--- src/rtl/partybox_io_pkg.sv ---
// Shared widths, FSM state type and request payload for the IO bus arbiter.
package partybox_io_pkg;

  localparam int unsigned IO_ADDR_W = 16;
  localparam int unsigned IO_DATA_W = 16;
  localparam int unsigned IO_BE_W   = 2;

  typedef enum logic [1:0] {
    IDLE = 2'd0,
    BUS  = 2'd1,
    RESP = 2'd2
  } io_arb_state_e;

  // One requester's bus transaction as it is driven onto the IO bridge.
  typedef struct packed {
    logic                 rw;
    logic [IO_ADDR_W-1:0] addr;
    logic [IO_BE_W-1:0]   be;
    logic [IO_DATA_W-1:0] wdata;
  } io_req_t;

endpackage

--- src/rtl/io_rr_picker.sv ---
// Round-robin picker: first valid requester at or after ptr+1 (mod NUM_REQ).
// Ports: valid (request vector), ptr (last granted index),
//        grant_c (one-hot), grant_idx_c (index), found_c (any valid).
module io_rr_picker #(
  parameter int unsigned NUM_REQ = 2,
  parameter int unsigned IDX_W   = $clog2(NUM_REQ)
) (
  input  logic [NUM_REQ-1:0] valid,
  input  logic [IDX_W-1:0]   ptr,
  output logic [NUM_REQ-1:0] grant_c,
  output logic [IDX_W-1:0]   grant_idx_c,
  output logic               found_c
);

  int unsigned idx;

  // Scan the requesters in rotation order starting just after ptr.
  always_comb begin
    grant_c     = '0;
    grant_idx_c = '0;
    found_c     = 1'b0;
    idx         = 0;
    for (int unsigned k = 1; k <= NUM_REQ; k++) begin
      idx = (32'(ptr) + k) % NUM_REQ;
      if (!found_c && valid[IDX_W'(idx)]) begin
        found_c                  = 1'b1;
        grant_c[IDX_W'(idx)]     = 1'b1;
        grant_idx_c              = IDX_W'(idx);
      end
    end
  end

endmodule

--- src/rtl/io_bus_arbiter.sv ---
// Round-robin arbiter sharing one IO bus bridge between NUM_REQ requesters.
// Ports: clk_clk/reset_reset_n; req_* packed request inputs, req_ready
// (combinational accept); rsp_valid/rsp_rdata/rsp_err completion; busy;
// io_* bridge bus with io_acknowledge/io_read_data returning.
module io_bus_arbiter
  import partybox_io_pkg::*;
#(
  parameter int unsigned NUM_REQ        = 2,
  parameter int unsigned TIMEOUT_CYCLES = 255
) (
  input  logic                           clk_clk,
  input  logic                           reset_reset_n,
  input  logic [NUM_REQ-1:0]             req_valid,
  input  logic [NUM_REQ-1:0]             req_rw,
  input  logic [NUM_REQ*IO_ADDR_W-1:0]   req_addr,
  input  logic [NUM_REQ*IO_BE_W-1:0]     req_be,
  input  logic [NUM_REQ*IO_DATA_W-1:0]   req_wdata,
  output logic [NUM_REQ-1:0]             req_ready,
  output logic [NUM_REQ-1:0]             rsp_valid,
  output logic [IO_DATA_W-1:0]           rsp_rdata,
  output logic                           rsp_err,
  output logic                           busy,
  output logic [IO_ADDR_W-1:0]           io_address,
  output logic                           io_bus_enable,
  output logic [IO_BE_W-1:0]             io_byte_enable,
  output logic                           io_rw,
  output logic [IO_DATA_W-1:0]           io_write_data,
  input  logic                           io_acknowledge,
  input  logic [IO_DATA_W-1:0]           io_read_data
);

  localparam int unsigned IDX_W = $clog2(NUM_REQ);
  localparam int unsigned CNT_W = 16;

  io_arb_state_e        state_q, state_d;
  logic [IDX_W-1:0]     ptr_q, ptr_d;
  logic [CNT_W-1:0]     cnt_q, cnt_d;
  logic [NUM_REQ-1:0]   own_q, own_d;
  io_req_t              bus_q, bus_d;
  logic                 en_q, en_d;
  logic [NUM_REQ-1:0]   rsp_valid_d;
  logic [IO_DATA_W-1:0] rsp_rdata_d;
  logic                 rsp_err_d;

  logic [NUM_REQ-1:0]   grant_c;
  logic [IDX_W-1:0]     grant_idx_c;
  logic                 found_c;
  io_req_t              reqs [NUM_REQ];

  // Unpack the flat request buses into per-requester payloads.
  for (genvar i = 0; i < NUM_REQ; i++) begin : g_unpack
    assign reqs[i] = '{rw:    req_rw[i],
                       addr:  req_addr[i*IO_ADDR_W +: IO_ADDR_W],
                       be:    req_be[i*IO_BE_W +: IO_BE_W],
                       wdata: req_wdata[i*IO_DATA_W +: IO_DATA_W]};
  end

  io_rr_picker #(
    .NUM_REQ (NUM_REQ),
    .IDX_W   (IDX_W)
  ) u_picker (
    .valid       (req_valid),
    .ptr         (ptr_q),
    .grant_c     (grant_c),
    .grant_idx_c (grant_idx_c),
    .found_c     (found_c)
  );

  assign req_ready      = (state_q == IDLE) ? grant_c : '0;
  assign io_address     = bus_q.addr;
  assign io_byte_enable = bus_q.be;
  assign io_rw          = bus_q.rw;
  assign io_write_data  = bus_q.wdata;
  assign io_bus_enable  = en_q;

  // Next-state and next-output logic.
  always_comb begin
    state_d     = state_q;
    ptr_d       = ptr_q;
    cnt_d       = cnt_q;
    own_d       = own_q;
    bus_d       = bus_q;
    en_d        = en_q;
    rsp_valid_d = '0;
    rsp_rdata_d = rsp_rdata;
    rsp_err_d   = rsp_err;
    unique case (state_q)
      IDLE: begin
        if (found_c) begin
          bus_d   = reqs[grant_idx_c];
          en_d    = 1'b1;
          ptr_d   = grant_idx_c;
          own_d   = grant_c;
          cnt_d   = '0;
          state_d = BUS;
        end
      end
      BUS: begin
        // Acknowledge takes priority over an expiring timeout.
        if (io_acknowledge) begin
          rsp_rdata_d = bus_q.rw ? io_read_data : '0;
          rsp_err_d   = 1'b0;
          rsp_valid_d = own_q;
          en_d        = 1'b0;
          state_d     = RESP;
        end else if (cnt_q == CNT_W'(TIMEOUT_CYCLES - 1)) begin
          rsp_rdata_d = '0;
          rsp_err_d   = 1'b1;
          rsp_valid_d = own_q;
          en_d        = 1'b0;
          state_d     = RESP;
        end else begin
          cnt_d = cnt_q + CNT_W'(1);
        end
      end
      RESP: begin
        state_d = IDLE;
      end
      default: begin
        state_d = IDLE;
        en_d    = 1'b0;
      end
    endcase
  end

  // State and output registers.
  always_ff @(posedge clk_clk or negedge reset_reset_n) begin
    if (!reset_reset_n) begin
      state_q   <= IDLE;
      ptr_q     <= IDX_W'(NUM_REQ - 1);
      cnt_q     <= '0;
      own_q     <= '0;
      bus_q     <= '0;
      en_q      <= 1'b0;
      rsp_valid <= '0;
      rsp_rdata <= '0;
      rsp_err   <= 1'b0;
      busy      <= 1'b0;
    end else begin
      state_q   <= state_d;
      ptr_q     <= ptr_d;
      cnt_q     <= cnt_d;
      own_q     <= own_d;
      bus_q     <= bus_d;
      en_q      <= en_d;
      rsp_valid <= rsp_valid_d;
      rsp_rdata <= rsp_rdata_d;
      rsp_err   <= rsp_err_d;
      busy      <= (state_d != IDLE);
    end
  end

endmodule

--- config.mk ---
export PLATFORM = sky130hd
export DESIGN_NAME = io_bus_arbiter
export DESIGN_NICKNAME = d
export VERILOG_FILES = /design/src/rtl/partybox_io_pkg.sv /design/src/rtl/io_rr_picker.sv /design/src/rtl/io_bus_arbiter.sv
export SDC_FILE = /design/constraint.sdc
export NUM_CORES = 1
export LEC_CHECK = 0
export ABC_AREA = 0
export CORE_MARGIN = 2
export CORE_UTILIZATION = 35
export DETAILED_ROUTE_END_ITERATION = 16
export GPL_ROUTABILITY_DRIVEN = 0
export PLACE_DENSITY = 0.64
export SYNTH_ARGS = -nofsm -noshare
export SYNTH_HDL_FRONTEND = slang
export SYNTH_SLANG_ARGS = --single-unit
--- constraint.sdc ---
create_clock -name clk_clk -period 2.4 [get_ports clk_clk]
set_input_delay 0.72 -clock clk_clk [delete_from_list [all_inputs] [get_ports clk_clk]]
set_output_delay 0.72 -clock clk_clk [all_outputs]
set_load 0.01 [all_outputs]
Word-level counts from Yosys, hierarchy flattened
Index checks and enable logic that the tools add are counted.
Word-level totals
  register bits: 77
  output and inout port bits: 58
Operators by class
  mux-type cells: 38
  equal/unequal tests: 7
  add/subtract/negate cells: 3
  bitwise gates (word level): 3
  reduce and logical (&&, ||, !) cells: 12
  magnitude comparators: 5
Operators by type and width (number)
  $mux 35: 3
  $mux 16: 6
  $pmux 16 s2: 1
  $mux 2: 9
  $add 16x1->16 const B: 1
  $eq 16x8->1 const B: 1
  $mux 1: 15
  $ne 2x2->1 const B: 3
  $reduce_bool 2->1: 3
  $lt 1x2->1 const B: 2
  $pmux 2 s2: 1
  $reduce_and 2->1: 2
  $reduce_and 4->1: 1
  $logic_and 1x1->1: 3
  $ne 3x3->1 const B: 1
  $pmux 1 s3: 1
  $reduce_and 3->1: 1
  $add 1x1->1 const B: 2
  $demux 1 s1: 2
  $eq 2x1->1 const B: 1
  $eq 2x2->1 const B: 1
  $ge 1x1->1 const B: 2
  $ge 2x2->1 const B: 1
  $logic_not 2->1: 1
  other kinds (4): 4

Logic depth before layout (Yosys ltp)
Gate-level depths: netlist of run 1.
  depth after elaboration: 11
  gate-level depth with buffers: 7
  mapped depth without buffers: 7

Cells and area by module
Synthesis of run 1 repeated with hierarchy kept, for this count alone.
Second synthesis, totals
  cell total of the unflattened synthesis: 346
  area total of the unflattened synthesis: 3604.7 um2
By module, submodules not included
  io_bus_arbiter: instances 1, sequential area each 1928.1 um2, cells each 341, area an instance 3572.2 um2
  io_rr_picker: instances 1, sequential area each 0.0 um2, cells each 5, area an instance 32.5 um2

Worst setup path after synthesis of run 1
OpenSTA, ideal clock, no wires.
  path kind: flip-flop to flip-flop
  start point: register cnt_q[0]
  end point: register cnt_q[10]
  period minus slack after synthesis: 2.181 ns
  data arrival time: 2.099 ns
  setup slack: 0.219 ns
  stages on the path, launching flop included: 8
  buffers on the path: 0
  required time: 2.318 ns
  cells stage by stage: dfrtp_1 inv_1 ha_1 or4b_4 o41a_4 a21oi_4 inv_4 a31oi_1
Between the ends
  word-level cells in the longest chain between the ends: 4
  elaborated cells between the ends (all ways): 7
Ends and longest elaborated chain
  start: declaration: RTL line io_bus_arbiter.sv:37  | logic [CNT_W-1:0] cnt_q, cnt_d;
  start signal: assignment: RTL line io_bus_arbiter.sv:142  | cnt_q <= cnt_d;
  $add 16x1->16: RTL line io_bus_arbiter.sv:113  | cnt_d = cnt_q + CNT_W'(1);
  $mux 16: RTL line io_bus_arbiter.sv:106  | end else if (cnt_q == CNT_W'(TIMEOUT_CYCLES - 1)) begin
  $mux 16: RTL line io_bus_arbiter.sv:100  | if (io_acknowledge) begin
  $pmux 16 s2: RTL line io_bus_arbiter.sv:87  | unique case (state_q)
Parallel ways exist; a longest one is shown, timed or not. The select of a mux whose other input is x is not followed.
A chain may end at the register's enable or synchronous reset.

Worst setup path after layout of run 1
  start point: input port req_valid[1]
  end point: output port req_ready[1]
Between the ends
  word-level cells in the longest chain between the ends: 7
  elaborated cells between the ends (all ways): 11
Ends and longest elaborated chain
  start: declaration: RTL line io_bus_arbiter.sv:13  | input logic [NUM_REQ-1:0] req_valid,
  $mux 1 (not written as such) (2 in a row): RTL line io_rr_picker.sv:25  | if (!found_c && valid[IDX_W'(idx)]) begin
  $mux 1: RTL line io_rr_picker.sv:25
  $logic_not 1->1: RTL line io_rr_picker.sv:25
  $logic_and 1x1->1: RTL line io_rr_picker.sv:25
  $mux 2 *: RTL line io_rr_picker.sv:25
  $mux 2 *: RTL line io_bus_arbiter.sv:69  | assign req_ready = (state_q == IDLE) ? grant_c : '0;
  end: declaration: RTL line io_bus_arbiter.sv:18  | output logic [NUM_REQ-1:0] req_ready,
Mark *: on every way between the ends. The rest lies on a longest branch, timed or not. The select of a mux whose other input is x is not followed.

==> results of run 1 <==
cells by family after synthesis:
family / count (synthesis)
and+or+nand+nor: 91
AOI/OAI and AO/OA: 98
adders and majority gates: 2
muxes: 36
buffers and inverters: 32
DFF: 77
routing by layer:
metal	track usage, %	vias up	routed length, µm
met5	0	-	0
met4	4.98	0	93
met3	9.03	11	1110
met2	30.9	143	4820
met1	21.2	1469	3870
li1	-	1555	-
cells in the final DEF, fill, tap and decap left out, types with 6 or more instances in the layout:
master           instances
buf_4                   21
nor3_1                   6
nand3_1                  6
clkbuf_8                10
nor4_1                   7
mux2i_1                 36
clkdlybuf4s50_1        144
dfrtp_1                 76
a22o_1                  17
and3_1                   6
a21oi_1                  6
nand2_1                 42
o21ai_0                 38
inv_1                    7
path summary, 6_finish.rpt:
check,from,endpoint,slack (ns)
worst max-delay path,req_valid[1],req_ready[1],0.05
worst min-delay path,reset_reset_n,io_byte_enable[1]$_DFFE_PN0P_,0.34
worst max register to register,cnt_q[0]$_DFFE_PN0P_,cnt_q[14]$_DFFE_PN0P_,0.12
worst min register to register,own_q[0]$_DFFE_PN0P_,own_q[0]$_DFFE_PN0P_,0.48
max in group asynchronous,reset_reset_n,rsp_rdata[7]$_DFFE_PN0P_,1.50
min in group clk_clk,own_q[0]$_DFFE_PN0P_,own_q[0]$_DFFE_PN0P_,0.48
flip-flops by register name, summed over array words and instances, names as in the netlist:
name            flops
busy                1
cnt_q              16
io_address         16
io_bus_enable       1
io_byte_enable      2
io_rw               1
io_write_data      16
own_q               2
ptr_q               1
rsp_err             1
rsp_rdata          16
rsp_valid           2
state_q             2
power breakdown:
group	switching [µW]	total (µW)	leakage, µW	internal, µW
Sequential	301	2120	0.000988	1820
Combinational	1230	2690	0.00138	1460
Clock	477	881	0.0000857	404
Total	2000	5690	0.00246	3680
area by class of cell:
class	instances	area, µm²	share of cell area [%]
inverters	8	32.5	0.578
well taps	136	170	3.02
clock buffers	11	141	2.51
multi-input cells	227	1590	28.2
clock inverters	5	33.8	0.600
flip-flops and latches	77	1930	34.3
repair buffers	174	1740	30.8
cells in the mapped netlist, types with 3 or more instances:
cell type and n:
mux2i_1 36, buf_2 3, buf_1 3, nor4_1 7, nand2_1 42, inv_1 7, and4_1 3, nand4_1 4
nand3_1 6, a221o_1 4, nor3_1 6, a31oi_1 4, nor2_1 3, o21ai_0 39, a22o_1 17, clkbuf_1 17
a21o_1 4, and3_1 6, o21a_1 5, a21oi_1 7, dfrtp_1 76, a21boi_0 3
stage by stage:
stage	setup TNS (ns)	hold slack, ns	area (µm²)	util [%]
after floorplan	0	0.424	3610	-
after global placement	-0.890	0.453	5400	53.0
after detailed placement	-1.18	0.465	5400	53.0
after CTS	0	0.329	5570	54.7
after global routing	0	0.356	5630	55.3
final	0	0.337	5630	55.3
what timing repair did:
| action | in CTS | in global routing |
|---|---|---|
| endpoints found under the setup margin | 2 | 21 |
| buffers inserted | 0 | 3 |
| resized for setup | 10 | 4 |
==> flow_metrics.tcl, run 1 <==
set metrics [dict create \
    netlist.area_leader.share_pct 52.7 \
    r2r_cells 7 \
    synth_edf_count 0 \
    synthCells 336 \
    drv_slew 0 \
    drt_iter0_markers 131 \
    wire_per_inst_um 15.5 \
    clk_latency_ns 0.36 \
    hold_viol 0 \
    grt_util_all_layers_pct 18.5 \
    worstMarginPinSlew_ns 0.582 \
    grt_pass1_vias 3275 \
    vias 3178 \
    ys_types 49 \
    grt_max_degree 49 \
    pwr_density_cell_nw_per_um2 1010 \
    antenna_found_initial 0 \
    n_antenna_cell 0 \
    cts_tree "done" \
    post-route-period-util_pct 98.0 \
    cts_root_buf "clkbuf_8" \
    cp.required_ns 1.68 \
    slew_headroom_pct 61.2 \
    cp_max_fo 2 \
    synth_top_family_by_area "compound AO/OA/AOI/OAI gates" \
    setup-violations-final 0 \
    status "complete, no violations" \
    ir_worst_vdd_v 0.000510 \
    yosys_warnings 0 \
    crit_slowest_cell "clkdlybuf4s50_1" \
    synthXorXnorAreaFrac_pct 0 \
    start_util_pct 35.4 \
    drive_gt1_share_pct 11.4 \
    rsz0062_at_grt "no" \
    syn_nets 429 \
    fmax_mhz 425 \
    fin_crit_ns 2.35 \
    first_pass_iters 4 \
    crit_chain "clkdlybuf4s50_1 > a21boi_4 > and2_4 > buf_6" \
    drtAntennaViolNets 0 \
    dp_hpwl_mm 7.50 \
    cpLargestDelayFamily "buffers and inverters" \
    die_w_um 106 \
    syn_avg_cell_area_um2 10.7 \
    drc 0 \
    ioPinCount 149 \
    fin_cells 638 \
    die_h_um 106 \
    yosys.area.top_type "dfrtp_1" \
    dp.cells 619 \
    clk_pin_slew_ns 0.09 \
    clkSinkCount 77 \
    max_stage_delay_ns 0.48 \
    end_kind "output port" \
    die_area_um2 11100 \
    cts_buffer_depth 2 \
    mappedNetlistArea_um2 3610 \
    worstSetupStartpointType "primary input" \
    cts_buffers 9 \
    crit_cells 4 \
    core-area_um2 10200 \
    ctsHtreeMaxLevel 3 \
    synth_compound_area_share_pct 19.2 \
    io_buffers 148 \
    synthAdderAreaFrac_pct 0.693 \
    synthArstFlopShare_pct 100 \
    wirelength_mm 9.90 \
    synth-main-ff-cell "dfrtp_1" \
    final.fill_count 951 \
    ys_seq_area_share_pct 53.4 \
    std_cell_rows 37 \
    nets 590 \
    power_uw 5690 \
    fin_skew_ns 0.0134 \
    grt_pass1_wl_mm 16.2 \
    synthMuxAreaShare_pct 9.99 \
    synthToLayoutAreaGrowth_pct 56.0 \
    path_class "primary input to output port" \
    hold_path_class "primary input to asynchronous set/reset pin" \
    drv_cap 0 \
    pre_cts_ws_ns -0.412 \
    worst_slack_ns 0.0489 \
    avgViaCountPerCell 4.98 \
    ys_seq_elements 77 \
    hold_buffers 0 \
    leakage_uw 0.00246 \
    critPathArrivalTime_ns 1.63 \
    critPathBufInv 2 \
    synth-simple-area-share_pct 13.1 \
    gr-total-overflow 0 \
    yosys-top-cells-area "dfrtp_1 53%, mux2i_1 10%, o21ai_0 5.4%" \
]
Note: power is estimated with default switching activity, not from simulation.
==> inputs of run 2 (changes only) <==
TNS_END_PERCENT = 10   (was unset)
==> run 2 against run 1 <==
  * Clock power is essentially flat
  * Setup slack is essentially flat
  * Sequential power is essentially flat
  * First-iteration DRC count grew 6.9%
  * Die area is the same
  * Sequential share of layout area grew 0.29 points
  * Sequential cell count is the same
  * Via count shrank 0.16%
  * Non-clock buffer count shrank 3
  * Worst hold slack lost 0.0010 ns
  * Cell count shrank 0.47%
  * Total power is essentially flat
  * Largest power group unchanged
==> flow_metrics.tcl, run 2 (synthesized netlist as in run 1, its figures left out) <==
set metrics [dict create \
    crit_cells 4 \
    crit_slowest_cell "clkdlybuf4s50_1" \
    power_uw 5680 \
    cts_buffers 9 \
    hold_viol 0 \
    cp.required_ns 1.68 \
    cts_root_buf "clkbuf_8" \
    avgViaCountPerCell 5.00 \
    timing.rr.end "cnt_q[14]$_DFFE_PN0P_" \
    setup.worst_path.start "req_valid[1]" \
    worstReg2RegStart "cnt_q[0]$_DFFE_PN0P_" \
    status "complete, no violations" \
    end_kind "output port" \
    setup_tns_ns 0 \
    max_stage_delay_ns 0.48 \
    post-route-period-util_pct 98.0 \
    clk_latency_ns 0.36 \
    final_cell_area_um2 5580 \
    critPathBufInv 2 \
    wirelength_mm 9.90 \
    drtAntennaViolNets 0 \
    rsz0062_at_grt "no" \
    cts_tree "done" \
    fmax_mhz 425 \
    synthToLayoutAreaGrowth_pct 54.6 \
    fin_skew_ns 0.0132 \
    setup-violations-final 0 \
    grt_pass1_wl_mm 16.2 \
    vias 3173 \
    cts_buffer_depth 2 \
    gr-total-overflow 0 \
    dp_hpwl_mm 7.50 \
    pwr_density_cell_nw_per_um2 1020 \
    first_pass_iters 4 \
    clkSinkCount 77 \
    ctsHtreeMaxLevel 3 \
    mostFrequentLayoutCells "144 x clkdlybuf4s50_1, 76 x dfrtp_1, 42 x nand2_1, 38 x o21ai_0, 36 x mux2i_1" \
    r2r_cells 7 \
    ioPinCount 149 \
    place_area_um2 5400 \
    n_antenna_cell 0 \
    crit_chain "clkdlybuf4s50_1 > a21boi_4 > and2_4 > buf_6" \
    wire_per_inst_um 15.6 \
    grt_max_degree 49 \
    ir_worst_vdd_v 0.000510 \
    final.fill_count 958 \
    start_util_pct 35.4 \
    leakage_uw 0.00242 \
    endpoint "req_ready[1]" \
    cp_max_fo 2 \
    grt_util_all_layers_pct 18.5 \
    drv_cap 0 \
    die_w_um 106 \
    slew_headroom_pct 61.2 \
    critPathArrivalTime_ns 1.63 \
    antenna_found_initial 0 \
    die_h_um 106 \
    grt_pass1_vias 3275 \
    drv_slew 0 \
    worstSetupStartpointType "primary input" \
    hold_path_class "primary input to asynchronous set/reset pin" \
    drt_iter0_markers 140 \
    drc 0 \
    drive_gt1_share_pct 10.8 \
    die_area_um2 11100 \
    path_class "primary input to output port" \
    clk_pin_slew_ns 0.09 \
    std_cell_rows 37 \
    fin_crit_ns 2.35 \
    layout.cells.most_common "clkdlybuf4s50_1" \
    nets 587 \
    io_buffers 148 \
    worstMarginPinSlew_ns 0.582 \
    timing.reg2reg.setup_slack_ns 0.13 \
    core-area_um2 10200 \
    cpLargestDelayFamily "buffers and inverters" \
]
[run 2: cell type report]
class	instances	area [µm²]	area share, %
sequential	77	1930	34.6
timing repair buffer	171	1690	30.2
inverter	8	32.5	0.583
multi-input combinational	227	1590	28.4
tap	136	170	3.05
clock inverter	5	33.8	0.605
clock buffer	11	141	2.53
[run 2: where the power goes]
part / internal [µW] / switching [µW]
combinational: 1460 / 1230
sequential: 1820 / 301
clock: 404 / 478
[run 2: metal layers]
layer | up-vias | global-route usage [%] | wire [µm] | part of all wire (%)
met2 | 134 | 30.9 | 4800 | 48
met5 | - | 0 | 0 | 0
met1 | 1483 | 21.2 | 3970 | 40
met3 | 11 | 9.03 | 1040 | 10
met4 | 0 | 4.98 | 96 | 0.97
li1 | 1545 | - | - | -
[run 2: worst min-delay path by stage]
stage,from,endpoint,slack [ns],depth (start not counted)
after floorplan,reset_reset_n,busy$_DFF_PN0_,0.42,0
after global placement,own_q[1]$_DFFE_PN0P_,own_q[1]$_DFFE_PN0P_,0.45,1
after detailed placement,own_q[0]$_DFFE_PN0P_,own_q[0]$_DFFE_PN0P_,0.47,1
after CTS,reset_reset_n,io_write_data[15]$_DFFE_PN0P_,0.33,1
after global routing,reset_reset_n,io_byte_enable[1]$_DFFE_PN0P_,0.36,1
final,reset_reset_n,io_byte_enable[1]$_DFFE_PN0P_,0.34,1
[run 2: worst reg2reg max path, cell delays in order (launching register included)]
cell and delay, ns:
dfrtp_1 0.39, inv_1 0.09, ha_1 0.19, or4b_4 0.50
o41ai_4 0.34, buf_6 0.20, nor2_1 0.11, a221o_1 0.34
[run 2: through the flow]
step	instances	setup slack, ns	util, %	hold slack [ns]
floorplan	336	0.219	-	0.424
global placement	619	-0.419	53.0	0.453
detailed placement	619	-0.412	53.0	0.465
CTS	635	0.00817	54.7	0.329
global route	635	0.000204	54.8	0.356
finish	635	0.0488	54.8	0.336
[run 2: repair_timing]
item                       in CTS  in global routing
resized for setup              10                  4
buffers inserted                0                  0
setup endpoints to repair       2                 21
hold buffers                    0                  0
pin swaps                       0                  1
